<file path="config.mk">
export PLATFORM = sky130hd
export DESIGN_NAME = dm_port_arbiter
export DESIGN_NICKNAME = d
export VERILOG_FILES = /design/src/rtl/dm_arb_pkg.sv /design/src/rtl/dm_rr_pick2.sv /design/src/rtl/dm_port_arbiter.sv
export SDC_FILE = /design/constraint.sdc
export NUM_CORES = 1
export LEC_CHECK = 0
export BUFFER_PORTS_ARGS = -buffer_cell sky130_fd_sc_hd__clkbuf_2
export CELL_PAD_IN_SITES_DETAIL_PLACEMENT = 0
export CELL_PAD_IN_SITES_GLOBAL_PLACEMENT = 1
export CORE_ASPECT_RATIO = 0.7
export CORE_MARGIN = 3
export CORE_UTILIZATION = 32
export CTS_CLUSTER_SIZE = 30
export DETAILED_ROUTE_END_ITERATION = 10
export GPL_ROUTABILITY_DRIVEN = 0
export PLACE_DENSITY = 0.81
export SYNTH_ARGS = -nofsm -noshare
export SYNTH_HDL_FRONTEND = slang
export SYNTH_SLANG_ARGS = --single-unit
</file>
<file path="constraint.sdc">
create_clock -name CLK -period 2 [get_ports CLK]
set_input_delay 0.2 -clock CLK [delete_from_list [all_inputs] [get_ports CLK]]
set_output_delay 0.2 -clock CLK [all_outputs]
set_load 0.02 [all_outputs]
</file>
<file path="src/rtl/dm_arb_pkg.sv">
// Shared types and constants for the unified-memory port arbiter.
package dm_arb_pkg;

    localparam int unsigned ADDR_W = 32;
    localparam int unsigned DATA_W = 32;
    localparam int unsigned SIZE_W = 2;
    localparam int unsigned CNT_W  = 4;

    typedef enum logic [1:0] {
        IDLE  = 2'd0,
        ISSUE = 2'd1,
        WAIT  = 2'd2
    } state_e;

    localparam logic REQ_D = 1'b0;
    localparam logic REQ_I = 1'b1;

    localparam logic [SIZE_W-1:0] SZ_WORD = 2'd0;
    localparam logic [SIZE_W-1:0] SZ_BYTE = 2'd1;
    localparam logic [SIZE_W-1:0] SZ_HALF = 2'd2;

    // Memory command payload held on the m_* port from ISSUE until the next grant.
    typedef struct packed {
        logic [ADDR_W-1:0] addr;
        logic [DATA_W-1:0] wdata;
        logic [SIZE_W-1:0] size;
    } mem_cmd_t;

endpackage

</file>
<file path="src/rtl/dm_rr_pick2.sv">
// Two-way round-robin picker: on conflict, the requester opposite last_grant wins.
module dm_rr_pick2
    import dm_arb_pkg::*;
(
    input  logic e_d,
    input  logic e_i,
    input  logic last_grant,
    output logic valid,
    output logic winner
);

    always_comb begin
        valid  = e_d | e_i;
        winner = REQ_D;
        if (e_d && e_i) begin
            winner = ~last_grant;
        end else if (e_i) begin
            winner = REQ_I;
        end
    end

endmodule

</file>
<file path="src/rtl/dm_port_arbiter.sv">
// Shares one fixed-latency memory port between the D (MEM stage) and I (fetch) requesters,
// one transaction at a time, with a one-cycle acknowledge per completion.
module dm_port_arbiter
    import dm_arb_pkg::*;
#(
    parameter int unsigned LATENCY = 2
) (
    input  logic              CLK,
    input  logic              RESET,
    input  logic              d_req,
    input  logic              d_write,
    input  logic [ADDR_W-1:0] d_addr,
    input  logic [DATA_W-1:0] d_wdata,
    input  logic [SIZE_W-1:0] d_size,
    output logic              d_ack,
    output logic [DATA_W-1:0] d_rdata,
    output logic              d_stall,
    input  logic              i_req,
    input  logic [ADDR_W-1:0] i_addr,
    output logic              i_ack,
    output logic [DATA_W-1:0] i_rdata,
    output logic              i_stall,
    output logic [ADDR_W-1:0] m_addr,
    output logic [DATA_W-1:0] m_wdata,
    output logic [SIZE_W-1:0] m_size,
    output logic              m_read,
    output logic              m_write,
    input  logic [DATA_W-1:0] m_rdata,
    output logic              owner
);

    state_e            state_q, state_d;
    logic [CNT_W-1:0]  cnt_q, cnt_d;
    logic              owner_q, owner_d;
    logic              last_grant_q, last_grant_d;
    mem_cmd_t          cmd_q, cmd_d;
    logic              m_read_q, m_read_d;
    logic              m_write_q, m_write_d;
    logic              d_ack_q, d_ack_d;
    logic              i_ack_q, i_ack_d;
    logic [DATA_W-1:0] d_rdata_q, d_rdata_d;
    logic [DATA_W-1:0] i_rdata_q, i_rdata_d;

    logic e_d, e_i, pick_valid, pick_winner;

    // A request whose ack is on the wire this cycle must not be granted again.
    assign e_d = d_req & ~d_ack_q;
    assign e_i = i_req & ~i_ack_q;

    dm_rr_pick2 u_pick (
        .e_d        (e_d),
        .e_i        (e_i),
        .last_grant (last_grant_q),
        .valid      (pick_valid),
        .winner     (pick_winner)
    );

    always_ff @(posedge CLK or negedge RESET) begin
        if (!RESET) begin
            state_q      <= IDLE;
            cnt_q        <= '0;
            owner_q      <= REQ_D;
            last_grant_q <= REQ_I;
            cmd_q        <= '0;
            m_read_q     <= 1'b0;
            m_write_q    <= 1'b0;
            d_ack_q      <= 1'b0;
            i_ack_q      <= 1'b0;
            d_rdata_q    <= '0;
            i_rdata_q    <= '0;
        end else begin
            state_q      <= state_d;
            cnt_q        <= cnt_d;
            owner_q      <= owner_d;
            last_grant_q <= last_grant_d;
            cmd_q        <= cmd_d;
            m_read_q     <= m_read_d;
            m_write_q    <= m_write_d;
            d_ack_q      <= d_ack_d;
            i_ack_q      <= i_ack_d;
            d_rdata_q    <= d_rdata_d;
            i_rdata_q    <= i_rdata_d;
        end
    end

    // Next-state: strobes are registered on the grant so they appear in the ISSUE cycle.
    always_comb begin
        state_d      = state_q;
        cnt_d        = cnt_q;
        owner_d      = owner_q;
        last_grant_d = last_grant_q;
        cmd_d        = cmd_q;
        m_read_d     = 1'b0;
        m_write_d    = 1'b0;
        d_ack_d      = 1'b0;
        i_ack_d      = 1'b0;
        d_rdata_d    = d_rdata_q;
        i_rdata_d    = i_rdata_q;

        case (state_q)
            IDLE: begin
                if (pick_valid) begin
                    state_d      = ISSUE;
                    owner_d      = pick_winner;
                    last_grant_d = pick_winner;
                    if (pick_winner == REQ_D) begin
                        cmd_d.addr  = d_addr;
                        cmd_d.wdata = d_wdata;
                        cmd_d.size  = d_write ? d_size : SZ_WORD;
                        m_read_d    = ~d_write;
                        m_write_d   = d_write;
                    end else begin
                        cmd_d.addr  = i_addr;
                        cmd_d.wdata = '0;
                        cmd_d.size  = SZ_WORD;
                        m_read_d    = 1'b1;
                    end
                end
            end
            ISSUE: begin
                cnt_d   = CNT_W'(LATENCY);
                state_d = WAIT;
            end
            WAIT: begin
                cnt_d = cnt_q - CNT_W'(1);
                if (cnt_q == CNT_W'(1)) begin
                    state_d = IDLE;
                    if (owner_q == REQ_D) begin
                        d_ack_d   = 1'b1;
                        d_rdata_d = m_rdata;
                    end else begin
                        i_ack_d   = 1'b1;
                        i_rdata_d = m_rdata;
                    end
                end
            end
            default: state_d = IDLE;
        endcase
    end

    assign d_ack   = d_ack_q;
    assign i_ack   = i_ack_q;
    assign d_rdata = d_rdata_q;
    assign i_rdata = i_rdata_q;
    assign d_stall = d_req & ~d_ack_q;
    assign i_stall = i_req & ~i_ack_q;
    assign m_addr  = cmd_q.addr;
    assign m_wdata = cmd_q.wdata;
    assign m_size  = cmd_q.size;
    assign m_read  = m_read_q;
    assign m_write = m_write_q;
    assign owner   = owner_q;

endmodule

</file>
* After elaboration in Yosys (flattened, before gate mapping) *
Cells that the tools add are included.

cells by class
  equal/unequal tests = 5
  bitwise logic cells = 8
  mux-type cells = 20
  reductions and logical operators = 7
  add/sub/neg operators = 1

operator list
  cell                 number
  $mux 66              1
  $mux 1               14
  $pmux 4 s2           1
  $mux 2               3
  $pmux 2 s3           1
  $reduce_and 3->1     2
  $not 1->1            5
  $eq 4x1->1 const B   1
  $ne 2x2->1 const B   2
  $reduce_and 2->1     2
  $sub 4x1->4 const B  1
  $and 1x1->1          2
  $eq 2x1->1 const B   1
  $eq 2x2->1 const B   1
  $logic_not 2->1      1
  $reduce_bool 2->1    1
  $logic_and 1x1->1    1
  $or 1x1->1           1

word-level totals
  output and inout bits = 137
  register bits = 142
  word-level logic and storage cells = 54

* Longest topological paths before layout *
  depth after elaboration = 7
  mapped depth = 8
  depth with buffers taken out = 5

* By module *
Synthesis repeated with hierarchy kept, for this count alone.

unflattened totals
  cell total of the unflattened synthesis = 472
  area total of the unflattened synthesis = 5723.0 um^2

by module, submodules not included
  module           sequential area each (um^2)  cells an instance  area an instance (um^2)  times used
  dm_port_arbiter  3554.7                       470                5709.2                   1
  dm_rr_pick2      0.0                          2                  13.8                     1

* Least setup slack after synthesis *
No wires, ideal clock.

  path type = reg2reg
  start point = reg cnt_q[1]
  end point = reg d_rdata_q[10], in the netlist d_rdata[10]
  library setup time = 0.125 ns
  path slack = 0.150 ns
  required time = 1.875 ns
  stages on the path, launching flop included = 7
  arrival time = 1.725 ns
  buffers on the path = 1
  cell sequence = dfrtp_1 -> inv_1 -> ha_1 -> or3b_4 -> nor3_4 -> buf_6 -> mux2_2

on the way
  longest elaborated chain between the ends = 2

RTL lines
  element                     line                    text
  start, declared             dm_port_arbiter.sv:33   logic [CNT_W-1:0] cnt_q, cnt_d;
  start signal, assigned      dm_port_arbiter.sv:73   cnt_q <= cnt_d;
  $eq 4x1->1                  dm_port_arbiter.sv:126  if (cnt_q == CNT_W'(1)) begin
  $reduce_and 3->1 (no line)  -
  end signal, assigned        dm_port_arbiter.sv:81   d_rdata_q <= d_rdata_d;
  end, declared               dm_port_arbiter.sv:41   logic [DATA_W-1:0] d_rdata_q, d_rdata_d;

Every way passes these cells.
A chain may end at the register's enable or synchronous reset.

* Final worst setup path *
  start point = reg cnt_q[1]
  end point = reg d_rdata_q[7], in the netlist d_rdata[7]

Same word-level chain as after synthesis.

==> results.yml <==
detailed_routing:
  drtIter0Drc: 230
  viasPerCell: 4.90
  dr.pass1.iters: 4
  wirelength_um: 16900
  num_vias: 4848
  wire_per_inst_um: 17.1
  drc: 0
  ant_nets: 0
logic_synthesis:
  synth_cell_type_count: 38
  synth_warnings: 0
  syn_inst: 438
  synth_edf_count: 0
  yosysMostFrequentCell: "dfrtp_1"
  async_reset_ff_share_pct: 100
  synthesis.nets: 578
  yosysTopAreaCellShare_pct: 59.6
  synthesis.area_um2: 5920
  synthTopCellsByCount: "141 x dfrtp_1, 64 x mux2_2, 35 x a22o_1"
  ys_ff_latch: 142
  synth.area.top_cells: "dfrtp_1 60%, mux2_2 12%, a22o_1 5.2%, and3b_1 2.8%, a221o_1 2.5%"
  ys.flop_type: "dfrtp_1"
  synth_seq_area_share_pct: 60.0
  syn_area_per_cell_um2: 13.5
  synth.largest_area_cell: "dfrtp_1"
critical_path:
  path_cells: "inv_1, ha_1, or3b_4, nor3_4, buf_12, mux2_2"
  cp-end-kind: "flop"
  required_ns: 2.29
  critPathSlowestCell: "or3b_4"
  arrival_ns: 2.22
  worstSetupPathType: "reg2reg"
  rrSetupSlack_ns: 0.08
  path_max_fanout: 33
  cp-start-kind: "flop"
  slowest_delay_ns: 0.41
timing:
  finalClockSkew_ns: 0.00899
  post-route-min-period_ns: 1.92
  fin_ws_ns: 0.0776
  hold_violations: 0
  rsz0062_at_grt: "no"
  setup_viol: 0
  slew_headroom_pct: 62.7
  fin_tns_setup_ns: 0
  finalMaxSlewViolations: 0
  period_share_pct: 96.1
  tightest_slew_ns: 0.560
  max_freq_ghz: 0.520
place:
  place_area_um2: 7580
  hpwl_um: 11800
  pre_cts_slack_ns: 0.0792
  port-buffer-count: 271
cts:
  cts_root_buf: "clkbuf_16"
  clk_pin_slew_worst_paths_ns: 0.06
  post-cts-setup-buffers: 0
  cts_buffers: 17
  cts_resized: 0
  cts_tree: "built"
  hold_buffers: 39
  cts_max_level: 4
  clk_latency_ns: 0.42
  cts.sink_count: 142
  ctsLongestPathBuffers: 2
power_and_ir_drop:
  p_comb_share_pct: 39.1
  p_per_area_nw_per_um2: 1450
  p_clk_share_pct: 24.4
  pwr-share-seq_pct: 36.5
  power_uw: 12300
  internal_power_uw: 7500
  p_leak_uw: 0.00436
  peakVddDrop_mv: 0.800
  p_switching_uw: 4840
  swShare_pct: 39.2
die:
  num_rows: 40
  dieWidth_um: 169
  die_y_um: 120
  fp.coreArea_um2: 17700
  io_pins: 272
  initial_utilization_pct: 33.5
  dieArea_um2: 20200
finish:
  register_area_um2: 3550
  fill_cells: 1627
  stdcell_area_um2: 8530
  nNetsFinal: 886
  drive_above_1_share_pct: 51.1
  multiInputGateArea_um2: 2090
  synthToLayoutAreaGrowth_pct: 44.1
  n_antenna_cell: 0
outcome:
  status: "complete, no violations"
min_path:
  hold_path.class: "in2reg"
global_routing:
  grt_start_max_net_pins: 61
  grt_pass1_vias: 5033
  grt_pass1_wl_um: 26900
  grtUsageTotal_pct: 16.7
  gr-total-overflow: 0
  antenna_found_initial: 1
run:
  max_cap_violations: 0
## placed cells by master, fill, tap and decap left out, types with 2 or more instances in the layout
cell and instances:
a221o_1 15, clkinvlp_4 3, and3b_1 19, dfrtp_1 141, inv_6 5, clkbuf_16 17
and3_1 15, nand2b_1 3, o211ai_1 2, inv_1 23, a21oi_1 2, o21ai_0 20
buf_4 8, a22oi_1 17, dlygate4sd3_1 39, inv_2 2, a221oi_1 17, buf_12 6
inv_8 3, mux2_2 64, clkbuf_2 270, ha_1 5, nor2_1 3, clkinv_4 3
o2bb2ai_1 3, a22o_1 35
## cell type report
cell class                      count  area share (%)
Sequential cell                   142            41.7
Multi-Input combinational cell    235            24.5
Timing Repair Buffer              324            22.7
Clock buffer                       18            5.15
Tap cell                          231            3.39
Clock inverter                     14            1.48
Inverter                           26            1.14
## logic make-up after synthesis
group / after synthesis / synth area share, %
AOI/OAI and AO/OA: 116 / 15.6
adders and majority gates: 5 / 1.06
buffers and inverters: 61 / 4.86
DFF: 142 / 60.0
muxes: 66 / 12.5
and+or+nand+nor: 48 / 5.96
## routing by layer
| metal | wire (um) | GRT usage [%] | part of all wire, % |
|---|---|---|---|
| met1 | 7150 | 21.1 | 42 |
| met2 | 8030 | 26.9 | 47 |
| met3 | 1510 | 5.93 | 8.9 |
| met4 | 206 | 5.57 | 1.2 |
| met5 | 13 | 0 | 0.077 |
## through the flow
step	cells	hold slack (ns)	utilization, %
2_1_floorplan	438	-0.0956	-
3_3_place_gp	919	0.194	42.9
3_5_place_dp	919	0.195	42.9
4_1_cts	990	0.00317	48.3
5_1_grt	990	0.00961	48.3
6_report	990	0.0220	48.3
## path summary, 6_finish.rpt
| check | cells after the start | end | start |
|---|---|---|---|
| max reg2reg | 6 | d_rdata[7]$_DFFE_PN0P_ | cnt_q[1]$_DFFE_PN0P_ |
| min reg2reg | 1 | m_size[0]$_DFFE_PN0P_ | m_size[0]$_DFFE_PN0P_ |
| min in group asynchronous | 2 | i_rdata[26]$_DFFE_PN0P_ | RESET |
| min | 2 | m_wdata[14]$_DFFE_PN0P_ | d_wdata[14] |
| max | 6 | d_rdata[7]$_DFFE_PN0P_ | cnt_q[1]$_DFFE_PN0P_ |
| max in group asynchronous | 3 | m_wdata[11]$_DFFE_PN0P_ | RESET |
## registers in the layout, indices dropped and copies added (netlist names)
name	cells
cnt_q	4
d_ack	1
d_rdata	32
i_ack	1
i_rdata	32
last_grant_q	1
m_addr	32
m_read	1
m_size	2
m_wdata	32
m_write	1
owner	1
state_q	2
## worst max-delay path, delay by kind of cell, from the launching register on
family / cells / cell delay (ns)
mux: 1 / 0.36
simple gates: 2 / 0.57
buf+inv: 2 / 0.31
fa+ha+maj: 1 / 0.15
flops: 1 / 0.39
## power groups by stage
stage | combinational, uW | sequential, uW | clock [uW]
2_1_floorplan | 1870 | 5660 | 0
3_3_place_gp | 4760 | 4520 | 0
3_5_place_dp | 4800 | 4540 | 0
4_1_cts | 4870 | 4500 | 3100
5_1_grt | 5220 | 4640 | 3210
6_report | 4830 | 4510 | 3010
No activity file was read; power rests on OpenSTA's default activity.
